`config.mk`:
```
export PLATFORM = sky130hd
export DESIGN_NAME = lsu_ctrl
export DESIGN_NICKNAME = d
export VERILOG_FILES = /design/src/rtl/lsu_pkg.sv /design/src/rtl/lsu_load_ext.sv /design/src/rtl/lsu_ctrl.sv
export SDC_FILE = /design/constraint.sdc
export NUM_CORES = 1
export LEC_CHECK = 0
export CAP_MARGIN = 10
export CORE_MARGIN = 2
export CORE_UTILIZATION = 47
export CTS_BUF_LIST = sky130_fd_sc_hd__clkbuf_4
export CTS_CLUSTER_SIZE = 20
export DETAILED_ROUTE_END_ITERATION = 8
export MAX_ROUTING_LAYER = met4
export PLACE_DENSITY = 0.87
export SYNTH_ARGS = -nofsm -noshare
export SYNTH_HDL_FRONTEND = slang
export SYNTH_HIERARCHICAL = 1
export SYNTH_SLANG_ARGS = --single-unit
```
`constraint.sdc`:
```
create_clock -name clk -period 5.2 [get_ports clk]
set_input_delay 0.78 -clock clk [delete_from_list [all_inputs] [get_ports clk]]
set_output_delay 0.78 -clock clk [all_outputs]
set_load 0.01 [all_outputs]
```
`src/rtl/lsu_pkg.sv`:
```
// Shared types and encodings for the load/store controller.
package lsu_pkg;

  typedef enum logic [1:0] {
    IDLE  = 2'b00,
    ISSUE = 2'b01,
    WAIT  = 2'b10,
    RESP  = 2'b11
  } state_t;

  // RISC-V funct3 codes for loads and stores
  localparam logic [2:0] F3_B  = 3'b000;
  localparam logic [2:0] F3_H  = 3'b001;
  localparam logic [2:0] F3_W  = 3'b010;
  localparam logic [2:0] F3_BU = 3'b100;
  localparam logic [2:0] F3_HU = 3'b101;

  // Data-memory size codes
  localparam logic [2:0] MSZ_WORD = 3'b000;
  localparam logic [2:0] MSZ_HALF = 3'b001;
  localparam logic [2:0] MSZ_BYTE = 3'b010;

  // The low two funct3 bits carry the access width for both signed and unsigned forms
  function automatic logic [2:0] f3_to_msize(input logic [2:0] f3);
    case (f3[1:0])
      2'b00:   return MSZ_BYTE;
      2'b01:   return MSZ_HALF;
      default: return MSZ_WORD;
    endcase
  endfunction

  // Unsigned variants only exist for loads
  function automatic logic f3_legal(input logic we, input logic [2:0] f3);
    case (f3)
      F3_B, F3_H, F3_W: return 1'b1;
      F3_BU, F3_HU:     return !we;
      default:          return 1'b0;
    endcase
  endfunction

  // Bytes are always aligned; halves need bit 0 clear, words need bits 1:0 clear
  function automatic logic addr_misaligned(input logic [2:0] f3, input logic [1:0] lo);
    case (f3[1:0])
      2'b01:   return lo[0];
      2'b10:   return |lo;
      default: return 1'b0;
    endcase
  endfunction

endpackage

```
`src/rtl/lsu_load_ext.sv`:
```
// Sign/zero extension of right-justified load data according to funct3.
module lsu_load_ext
  import lsu_pkg::*;
#(
  parameter int DATA_W = 32
) (
  input  logic [2:0]        funct3,
  input  logic [DATA_W-1:0] raw,
  output logic [DATA_W-1:0] ext
);

  // Pick the extension matching the load flavour; words pass straight through
  always_comb begin
    ext = raw;
    case (funct3)
      F3_B:    ext = {{(DATA_W-8){raw[7]}}, raw[7:0]};
      F3_BU:   ext = {{(DATA_W-8){1'b0}}, raw[7:0]};
      F3_H:    ext = {{(DATA_W-16){raw[15]}}, raw[15:0]};
      F3_HU:   ext = {{(DATA_W-16){1'b0}}, raw[15:0]};
      default: ext = raw;
    endcase
  end

endmodule

```
`src/rtl/lsu_ctrl.sv`:
```
// Load/store controller: one request at a time, single-cycle memory strobe,
// fixed read latency, extended load data returned over a valid/ready handshake.
module lsu_ctrl
  import lsu_pkg::*;
#(
  parameter int READ_LAT = 1,
  parameter int ADDR_W   = 32,
  parameter int DATA_W   = 32
) (
  input  logic              clk,
  input  logic              rst,
  input  logic              req_valid,
  output logic              req_ready,
  input  logic              req_we,
  input  logic [2:0]        req_funct3,
  input  logic [ADDR_W-1:0] req_addr,
  input  logic [DATA_W-1:0] req_wdata,
  output logic              resp_valid,
  input  logic              resp_ready,
  output logic [DATA_W-1:0] resp_rdata,
  output logic              resp_err,
  output logic [ADDR_W-1:0] mem_addr,
  output logic [DATA_W-1:0] mem_wdata,
  output logic              mem_read,
  output logic              mem_write,
  output logic [2:0]        mem_size,
  input  logic [DATA_W-1:0] mem_rdata
);

  localparam logic [2:0] LAT_INIT = 3'(READ_LAT);

  state_t            state;
  state_t            state_next;
  logic [2:0]        cnt;
  logic              cap_we;
  logic [2:0]        cap_f3;
  logic              accept;
  logic              req_bad;
  logic              load_done;
  logic [DATA_W-1:0] ext_data;

  assign accept    = (state == IDLE) && req_valid;
  assign req_bad   = !f3_legal(req_we, req_funct3) || addr_misaligned(req_funct3, req_addr[1:0]);
  assign load_done = (state == WAIT) && (cnt <= 3'd1);

  lsu_load_ext #(
    .DATA_W(DATA_W)
  ) u_load_ext (
    .funct3(cap_f3),
    .raw   (mem_rdata),
    .ext   (ext_data)
  );

  // State register; reset aborts any access in flight
  always_ff @(posedge clk or posedge rst) begin
    if (rst) state <= IDLE;
    else     state <= state_next;
  end

  // Next-state logic and the state-decoded handshake and strobe outputs
  always_comb begin
    state_next = state;
    req_ready  = 1'b0;
    resp_valid = 1'b0;
    mem_read   = 1'b0;
    mem_write  = 1'b0;
    case (state)
      IDLE: begin
        req_ready = 1'b1;
        if (req_valid) state_next = req_bad ? RESP : ISSUE;
      end
      ISSUE: begin
        mem_read   = !cap_we;
        mem_write  = cap_we;
        state_next = cap_we ? RESP : WAIT;
      end
      WAIT: begin
        if (cnt <= 3'd1) state_next = RESP;
      end
      RESP: begin
        resp_valid = 1'b1;
        if (resp_ready) state_next = IDLE;
      end
      default: state_next = IDLE;
    endcase
  end

  // Read latency counter, loaded as the read strobe goes out
  always_ff @(posedge clk or posedge rst) begin
    if (rst)                             cnt <= 3'd0;
    else if (state == ISSUE)             cnt <= LAT_INIT;
    else if (state == WAIT && cnt != 0)  cnt <= cnt - 3'd1;
  end

  // Capture the request; memory-side fields only change for accesses that will be issued
  always_ff @(posedge clk or posedge rst) begin
    if (rst) begin
      cap_we    <= 1'b0;
      cap_f3    <= 3'b000;
      mem_addr  <= '0;
      mem_wdata <= '0;
      mem_size  <= MSZ_WORD;
    end else if (accept) begin
      cap_we <= req_we;
      cap_f3 <= req_funct3;
      if (!req_bad) begin
        mem_addr  <= req_addr;
        mem_wdata <= req_wdata;
        mem_size  <= f3_to_msize(req_funct3);
      end
    end
  end

  // Response registers: cleared on accept, filled with extended data when the load returns
  always_ff @(posedge clk or posedge rst) begin
    if (rst) begin
      resp_rdata <= '0;
      resp_err   <= 1'b0;
    end else if (accept) begin
      resp_rdata <= '0;
      resp_err   <= req_bad;
    end else if (load_done) begin
      resp_rdata <= ext_data;
    end
  end

endmodule

```
==> results of run 1 <==
through the flow:
step | util | power, mW | area [um2] | instances
2_1_floorplan | - | 2.34 | 4790 | 423
3_3_place_gp | 0.694 | 3.22 | 6820 | 730
3_5_place_dp | 0.694 | 3.31 | 6820 | 730
4_1_cts | 0.709 | 3.75 | 6960 | 746
5_1_grt | 0.713 | 3.99 | 7000 | 748
6_report | 0.713 | 3.74 | 7000 | 748
worst max-delay path, stage by stage (launching register included):
cell	delay [ps]
sky130_fd_sc_hd__dfrtp_1	460
sky130_fd_sc_hd__inv_1	100
sky130_fd_sc_hd__ha_1	210
sky130_fd_sc_hd__and2_1	170
sky130_fd_sc_hd__clkdlybuf4s50_1	550
metal layers:
metal | GRT usage | wire length, um | vias to the layer above | part of all wire
met3 | 0.0605 | 792 | 21 | 0.064
met1 | 0.278 | 4940 | 1841 | 0.40
met4 | 0.0886 | 263 | 0 | 0.021
met2 | 0.386 | 6290 | 154 | 0.51
li1 | - | - | 1773 | -
met5 | - | 0 | - | 0
power groups by stage:
stage / sequential, mW / clock (mW) / combinational (mW)
2_1_floorplan: 1.56 / 0 / 0.775
3_3_place_gp: 1.44 / 0 / 1.78
3_5_place_dp: 1.47 / 0 / 1.85
4_1_cts: 1.45 / 0.447 / 1.86
5_1_grt: 1.50 / 0.484 / 2.01
6_report: 1.45 / 0.427 / 1.86
path summary, 6_finish.rpt:
kind                                from             end  slack (ps)  depth (start not counted)
min reg2reg                mem_wdata[12]   mem_wdata[12]         500                          1
min                        mem_wdata[12]   mem_wdata[12]         500                          1
max reg2reg                       cnt[1]  resp_rdata[17]        2900                          6
min in group asynchronous            rst    mem_addr[11]         770                          2
max                             state[1]       mem_write        2480                          4
max in group asynchronous            rst          cnt[0]        3300                          3
Yosys cell counts (6+ instances only):
| cell type | n | area, um2 |
|---|---|---|
| sky130_fd_sc_hd__ha_1 | 12 | 150 |
| sky130_fd_sc_hd__mux2_2 | 38 | 428 |
| sky130_fd_sc_hd__buf_6 | 6 | 67.6 |
| sky130_fd_sc_hd__mux2_1 | 29 | 327 |
| sky130_fd_sc_hd__nor2_1 | 6 | 22.5 |
| sky130_fd_sc_hd__dfrtp_1 | 108 | 2700 |
| sky130_fd_sc_hd__nand2_1 | 96 | 360 |
| sky130_fd_sc_hd__buf_2 | 7 | 35.0 |
| sky130_fd_sc_hd__a21oi_1 | 34 | 170 |
| sky130_fd_sc_hd__clkbuf_1 | 8 | 30.0 |
| sky130_fd_sc_hd__buf_4 | 13 | 97.6 |
| sky130_fd_sc_hd__inv_1 | 11 | 41.3 |
| sky130_fd_sc_hd__o21ai_0 | 28 | 140 |
flip-flops by register name (all words and copies together), names as in the netlist:
register and flops:
mem_size 2, resp_err 1, cnt 3, cap_f3 3
cap_we 1, mem_wdata 32, state 2, resp_rdata 32
mem_addr 32
layout make-up:
class | count | area, um2
Fill cell | 759 | 2820
Sequential cell | 108 | 2700
Clock buffer | 9 | 67.6
Inverter | 11 | 43.8
Tap cell | 133 | 166
Timing Repair Buffer | 211 | 2130
Clock inverter | 7 | 73.8
Multi-Input combinational cell | 269 | 1820
cell families after synthesis:
kind of cell	count (synthesis)	share of synthesized area
buf+inv	46	0.0577
mux	68	0.160
other cells	1	0.000783
fa+ha+maj	12	0.0313
xor+xnor	1	0.00183
simple gates	117	0.104
compound gates	70	0.0799
flops	108	0.564
==> impl.org, run 1 <==
** Status
- The flow ran to the end, and the final reports show no timing, DRC or antenna violations.

** Timing
- The worst pin sits at a relative slew slack of 0.232.
- For the pin with the worst max-slew slack, the measured transition is between 1000 and 1500 ps.
- Tightest hold margin :: a little over 500 ps
- Pins Over Slew Limit :: 0
- The hold violation total from the final report was 0.
- Crit path setup slack, layout :: 2480 ps
- Final number of setup-violating endpoints :: 0
- After layout, the minimum clock period comes to 2720 ps.
- Worst clock skew :: ~25 ps
- Setup repair after global routing missed its margin :: no
- In the finished design, the share of the clock period the worst path needs comes to 0.522.
- Timing would allow up to around 370 MHz.
- Fin Setup TNS :: 0 ps

** Drt
- DRT antenna net count :: 0
- Total Routed Length :: 12,300 um
- In the routed layout, each cell is associated on average with a via count of between 5 and 6.
- For this run, design rule violations remaining after detail routing come to 0.
- The detailed router finished its first iteration with approximately 110 violations.
- For this block, the via count after detailed routing is approximately 3,800.
- WL per Instance :: between 15 and 20 um
- Number of detailed-route iterations in the first pass :: 5

** Finish
- In the layout the commonest cells are sky130_fd_sc_hd__clkdlybuf4s50_1 (206), sky130_fd_sc_hd__dfrtp_1 (108), sky130_fd_sc_hd__nand2_1 (96), sky130_fd_sc_hd__mux2_2 (38), sky130_fd_sc_hd__a21oi_1 (34).
- The library cell used most frequently in the layout, excluding fill and tap cells, is sky130_fd_sc_hd__clkdlybuf4s50_1.
- In the final layout, the share of cells above drive strength 1 is 0.106.
- Final antenna diode count :: 0
- In the final design database the tool counted slightly above 700 nets.
- Compared with the post-synthesis result, the final layout area differs by 46.1%.

** Worst setup path
- Element type at the critical path start :: flop
- Worst-path maximum fanout :: 5
- At the worst endpoint, the arrival time is a little under 2000 ps.
- The worst setup path is of the reg2out kind.
- STA classifies the critical path endpoint as an output port.
- Required time at the worst-slack endpoint :: 4420 ps

** Power and ir drop
- Of the total power, the share spent switching nets is 0.357.
- Summed over all nets, the switching power comes to between 1 and 1.5 mW.
- Leakage power summed over all cells :: approximately 3 nW
- Of the total power, combinational logic draws 0.498.
- The share of total power dissipated in the clock network is 0.114.
- Part of the power in registers :: 0.387
- Pint :: approximately 2.4 mW
- PwrDens :: ~530 nW/um2
- Across the VDD grid, the largest voltage drop is around 0.28 mV.

** Die
- Overall die area :: about 11,000 um2
- Horizontal extent of the die :: approximately 100 um
- Standard-cell rows :: 36
- Y dimension of the die :: ~100 um
- The initial utilization of the core area, before any placement, comes to 0.488.
- Core outline area :: 9820 um2
- Io pins :: about 210

** Synth
- Synth unique cells :: 37
- Synthesis handed over a netlist of 423 instances.
- Synthesized flop and latch total :: 108
- Area of the mapped netlist :: about 4800 um2
- Yosys printed 6 warnings.
- Number of nets produced by synthesis :: 539
- Syn_area_per_cell :: approximately 11 um2
- Counting flops with a built-in enable in the synthesized netlist gives 0.
- For this run, the register share of the synthesized area comes to 0.564.
- Async set-reset flop share out of synthesis :: 1.00
- Main flop type after synthesis :: sky130_fd_sc_hd__dfrtp_1

** Global routing
- Global-route total usage across every layer :: 0.235
- Entering global routing, the biggest net connects between 50 and 60 pins.
- The number of global-route vias before repair is about 3,900.
- Global routing finished with a remaining overflow of 0.
- Wire length of the first global-routing pass :: just under 20,000 um
- The number of antenna violations at the first check in global routing is 0.

** Place
- Prior to clock tree synthesis, the placed netlist has a worst setup slack of approximately 2100 ps.
- Detailed placement ended at an HPWL of 9120 um.
- Port buffer count :: slightly above 200
- Routability-driven placement finished with a final weighted congestion of slightly below 0.8.

** Clocking
- In this run the post-CTS setup repair buffer count came out at 0.
- Root buffer cell :: sky130_fd_sc_hd__clkbuf_4
- Quantity of hold-fixing buffers added after cts :: 0
- Buffers inserted during clock tree synthesis total 9.
- TritonCTS Sinks :: about 110
- TritonCTS clock tree :: done
- For the worst-skew pair, the clock arrives at the later sink with an insertion delay of 460 ps.
- The clock passes through at most 2 buffers.
- The H-tree was split into 3 levels.
- Clock slew at the register clock pins of the worst setup and hold paths :: between 150 and 200 ps
- Post-CTS repair changed the size of 0 cells.

** Min path
- Class of the worst hold path :: reg2reg

** Job
- The tool flagged a number of max-cap violations equal to 0.
Note: power is estimated with default switching activity, not from simulation.
==> run 2: changes to the inputs <==
Settings changed: CORE_UTILIZATION 47 to 39, PLACE_DENSITY 0.87 to 0.77.
Clock period 5.2 ns to 2.4 ns, I/O delays scaled along.
==> impl.org, run 2 (same netlist as run 1, synthesis figures left out) <==
** Status
- Result of the run :: finished, final reports clean

** Clocking
- The maximum level of the CTS H-tree was 3 (unchanged).
- CTS Buf Count :: 9 (unchanged)
- Buffer depth of the longest clock path :: 2 (unchanged)
- The number of buffers inserted by hold repair at cts came to 0 (unchanged).
- The number of clock sinks came to 108 (unchanged).
- Clock tree synthesis selected as its root buffer the cell sky130_fd_sc_hd__clkbuf_4.
- Clock slew at the register clock pins of the worst setup and hold paths :: 160 ps (about the same)
- TritonCTS built the clock tree.
- Clock latency at the later pin of the worst-skew pair :: 450 ps (about the same)

** Place
- Placed inst area :: 6940 um2 (+1.7%)
- Port buffer count :: 206 (unchanged)
- HPWL after DPL :: 8880 um (-2.7%)
- Placer's final routability congestion estimate :: 0.805 (+2.2%)
- Worst slack at placement :: -186 ps (-2270 ps)

** Worst setup path
- The worst register-to-register path begins at state[0].
- The peak fanout along the critical path was 5 (unchanged).
- The endpoint identified for the worst register-to-register timing path is mem_wdata[12].
- The arrival time at the worst endpoint is 1900 ps (-40 ps).
- Worst reg-to-reg setup slack :: 260 ps (-2640 ps)
- The stage delay of the slowest cell on the critical path is 550 ps (about the same).
- Cell-by-cell trace of the critical path :: inv_1 > ha_2 > and2_1 > clkdlybuf4s50_1
- The worst setup path is captured at an output port.
- Slowest cell on crit path :: sky130_fd_sc_hd__clkdlybuf4s50_1
- Largest delay share family, worst path :: buffers and inverters
- Required time at the worst-slack endpoint :: 2040 ps (-2380 ps)
- The count of buffering cells on the critical path with inverters included is 2 (unchanged).
- Crit path kind :: reg2out
- The depth of the worst register-to-register path came to 6 (unchanged).
- Element type at the critical path start :: flop
- The cell count along the critical path was 4 (unchanged).

** Finish
- Leaving out fill and tap cells, the most frequent cells in the layout are sky130_fd_sc_hd__clkdlybuf4s50_1 (206), sky130_fd_sc_hd__dfrtp_1 (108), sky130_fd_sc_hd__nand2_1 (96), sky130_fd_sc_hd__mux2_2 (38), sky130_fd_sc_hd__a21oi_1 (34).
- In the final layout, the registers with the most flip-flops are mem_addr (32), mem_wdata (32), resp_rdata (32).
- The area growth from synthesis to layout is 47.1%.
- The post-route standard cell area excluding fillers was 7050 um2 (+0.68%).
- Fraction of final layout cells with drive strength greater than 1 :: 0.115 (+0.00969)
- The net total in the final layout came to 736 (+1.4%).
- The number of diodes added for antenna fixing was 0 (unchanged).
- Leaving out fill and tap cells, the most frequent cell in the layout is sky130_fd_sc_hd__clkdlybuf4s50_1.

** Timing
- Least-Margin Pin Slew :: 650 ps (-502 ps)
- Setup repair after global routing left no endpoint under its margin.
- Fin Setup TNS :: 0 ps (unchanged)
- Worst-case headroom to the max-slew limit :: 0.558 (+0.326)
- Pins Over Slew Limit :: 0 (unchanged)
- Dividing the final minimum period by the clock period gives 0.942.
- Final number of hold-violating endpoints :: 0 (unchanged)
- Crit path setup slack, layout :: 140 ps (-2340 ps)
- Static timing analysis puts the maximum clock frequency at 442 MHz.
- The clock period could shrink to around 2300 ps.
- The worst setup skew after layout came to 16.9 ps (-8.37 ps).
- Final number of setup-violating endpoints :: 0 (unchanged)

** Die
- The effective utilization at floorplan was 0.399 (-0.0891).
- Io pins :: 208 (unchanged)
- Core outline area :: 12,000 um2 (+22%)
- Y dimension of the die :: 115 um (+9.4%)
- The number of placement rows is 40 (+11%).
- The die area is 13,200 um2 (+20%).
- The width of the chip was 115 um (+9.4%).

** Power and ir drop
- Clk pwr share :: 0.096 (-0.018)
- Psw :: 2.79 mW (+110%)
- Leakage power summed over all cells :: 3.03 nW (+0.65%)
- PwrDens :: 1120 nW/um2 (+110%)
- Total power :: 7.91 mW (+110%)
- The part of the total power dissipated in combinational logic was 0.515 (+0.017).
- Switch share :: 0.353 (-0.00342)
- Peak ir drop on the vdd network :: 0.528 mV (+89%)
- Part of the power in registers :: 0.389 (+0.002)
- Pint :: 5.11 mW (+110%)

** Global routing
- Initial antenna violation count :: 0 (unchanged)
- Congestion Overflow GR :: 0 (unchanged)
- Pin count of the biggest net entering global routing :: 63 (+6.8%)
- The number of global-route vias before repair is 3,930 (-0.41%).
- Wire length of the first global-routing pass :: 19,100 um (-3.5%)
- Global-route total usage across every layer :: 0.187 (-0.0472)

** Min path
- In this run the worst hold path is classified as in2async.

** Drt
- The number of nets still failing antenna checks after routing was 0 (unchanged).
- The overall via count from detail_route came to 3,742 (-1.2%).
- Post-detailed-route via-to-cell ratio :: 4.85 (-4.2%)
- The total routed wirelength is 12,000 um (-2.7%).
- DRC viols :: 0 (unchanged)
- WL per Instance :: 15.5 um (-5.6%)
- Number of detailed-route iterations in the first pass :: 4 (-1)
- DRC marker count from the first detailed-route iteration :: 210 (+88%)

** Job
- The number of max-cap violations is 0 (unchanged).
[run 2: cell types whose count changed in the layout (fill, tap and decap cells not counted), sizes merged]
cell / delta
clkbuf: +1
buf: +10
clkinvlp: +1
inv: -3
clkinv: +1
bufinv: -1
[run 2: layout make-up]
cell class / count / area, um2
inverters: 11 / 45.0
multi-input cells: 269 / 1820
clock buffers: 10 / 75.1
fillers: 1050 / 4960
well taps: 147 / 184
clock inverters: 5 / 20.0
flip-flops and latches: 108 / 2700
repair buffers: 221 / 2200
[run 2: power by group through the flow]
| stage | Clock, mW | Combinational (mW) | Sequential (mW) |
|---|---|---|---|
| after floorplan | 0 | 1.68 | 3.39 |
| after global placement | 0 | 3.95 | 3.08 |
| after detailed placement | 0 | 4.08 | 3.13 |
| after CTS | 0.793 | 4.09 | 3.09 |
| after global routing | 0.895 | 4.42 | 3.19 |
| final | 0.758 | 4.07 | 3.08 |
[run 2: worst reg2reg max path, cell delays in order (launching register included)]
cell                      delay (ps)
sky130_fd_sc_hd__dfrtp_1         430
sky130_fd_sc_hd__inv_1           120
sky130_fd_sc_hd__ha_1            310
sky130_fd_sc_hd__nand2_2         180
sky130_fd_sc_hd__nor3_4          250
sky130_fd_sc_hd__buf_12          300
sky130_fd_sc_hd__mux2_1          420
[run 2: metal layers]
metal,vias to the layer above,global-route usage,part of all wire
met5,-,-,0
met4,0,0.0490,0.011
met3,13,0.0469,0.068
met2,138,0.308,0.51
met1,1797,0.233,0.41
li1,1794,-,-
[run 2: repair_timing]
action	in CTS	in global routing
endpoints found under the setup margin	0	2
hold endpoints to repair	0	0
gates resized for setup	0	1
buffers inserted	0	2
[run 2: how the worst max path moves through the flow]
stage                   from            end  slack, ps
2_1_floorplan       state[0]  mem_wdata[10]        480
3_3_place_gp   req_funct3[0]   mem_addr[25]        -90
3_5_place_dp   req_funct3[0]   mem_addr[22]       -190
4_1_cts             state[1]      mem_write         30
5_1_grt             state[1]      mem_write         10
6_report            state[1]      mem_write        140
[run 2: through the flow]
| stage | instances | util | hold WS (ps) |
|---|---|---|---|
| 3_3_place_gp | 754 | 0.577 | 466 |
| 2_1_floorplan | 423 | - | 451 |
| 4_1_cts | 769 | 0.585 | 320 |
| 3_5_place_dp | 754 | 0.577 | 476 |
| 6_report | 771 | 0.587 | 330 |
| 5_1_grt | 771 | 0.587 | 329 |
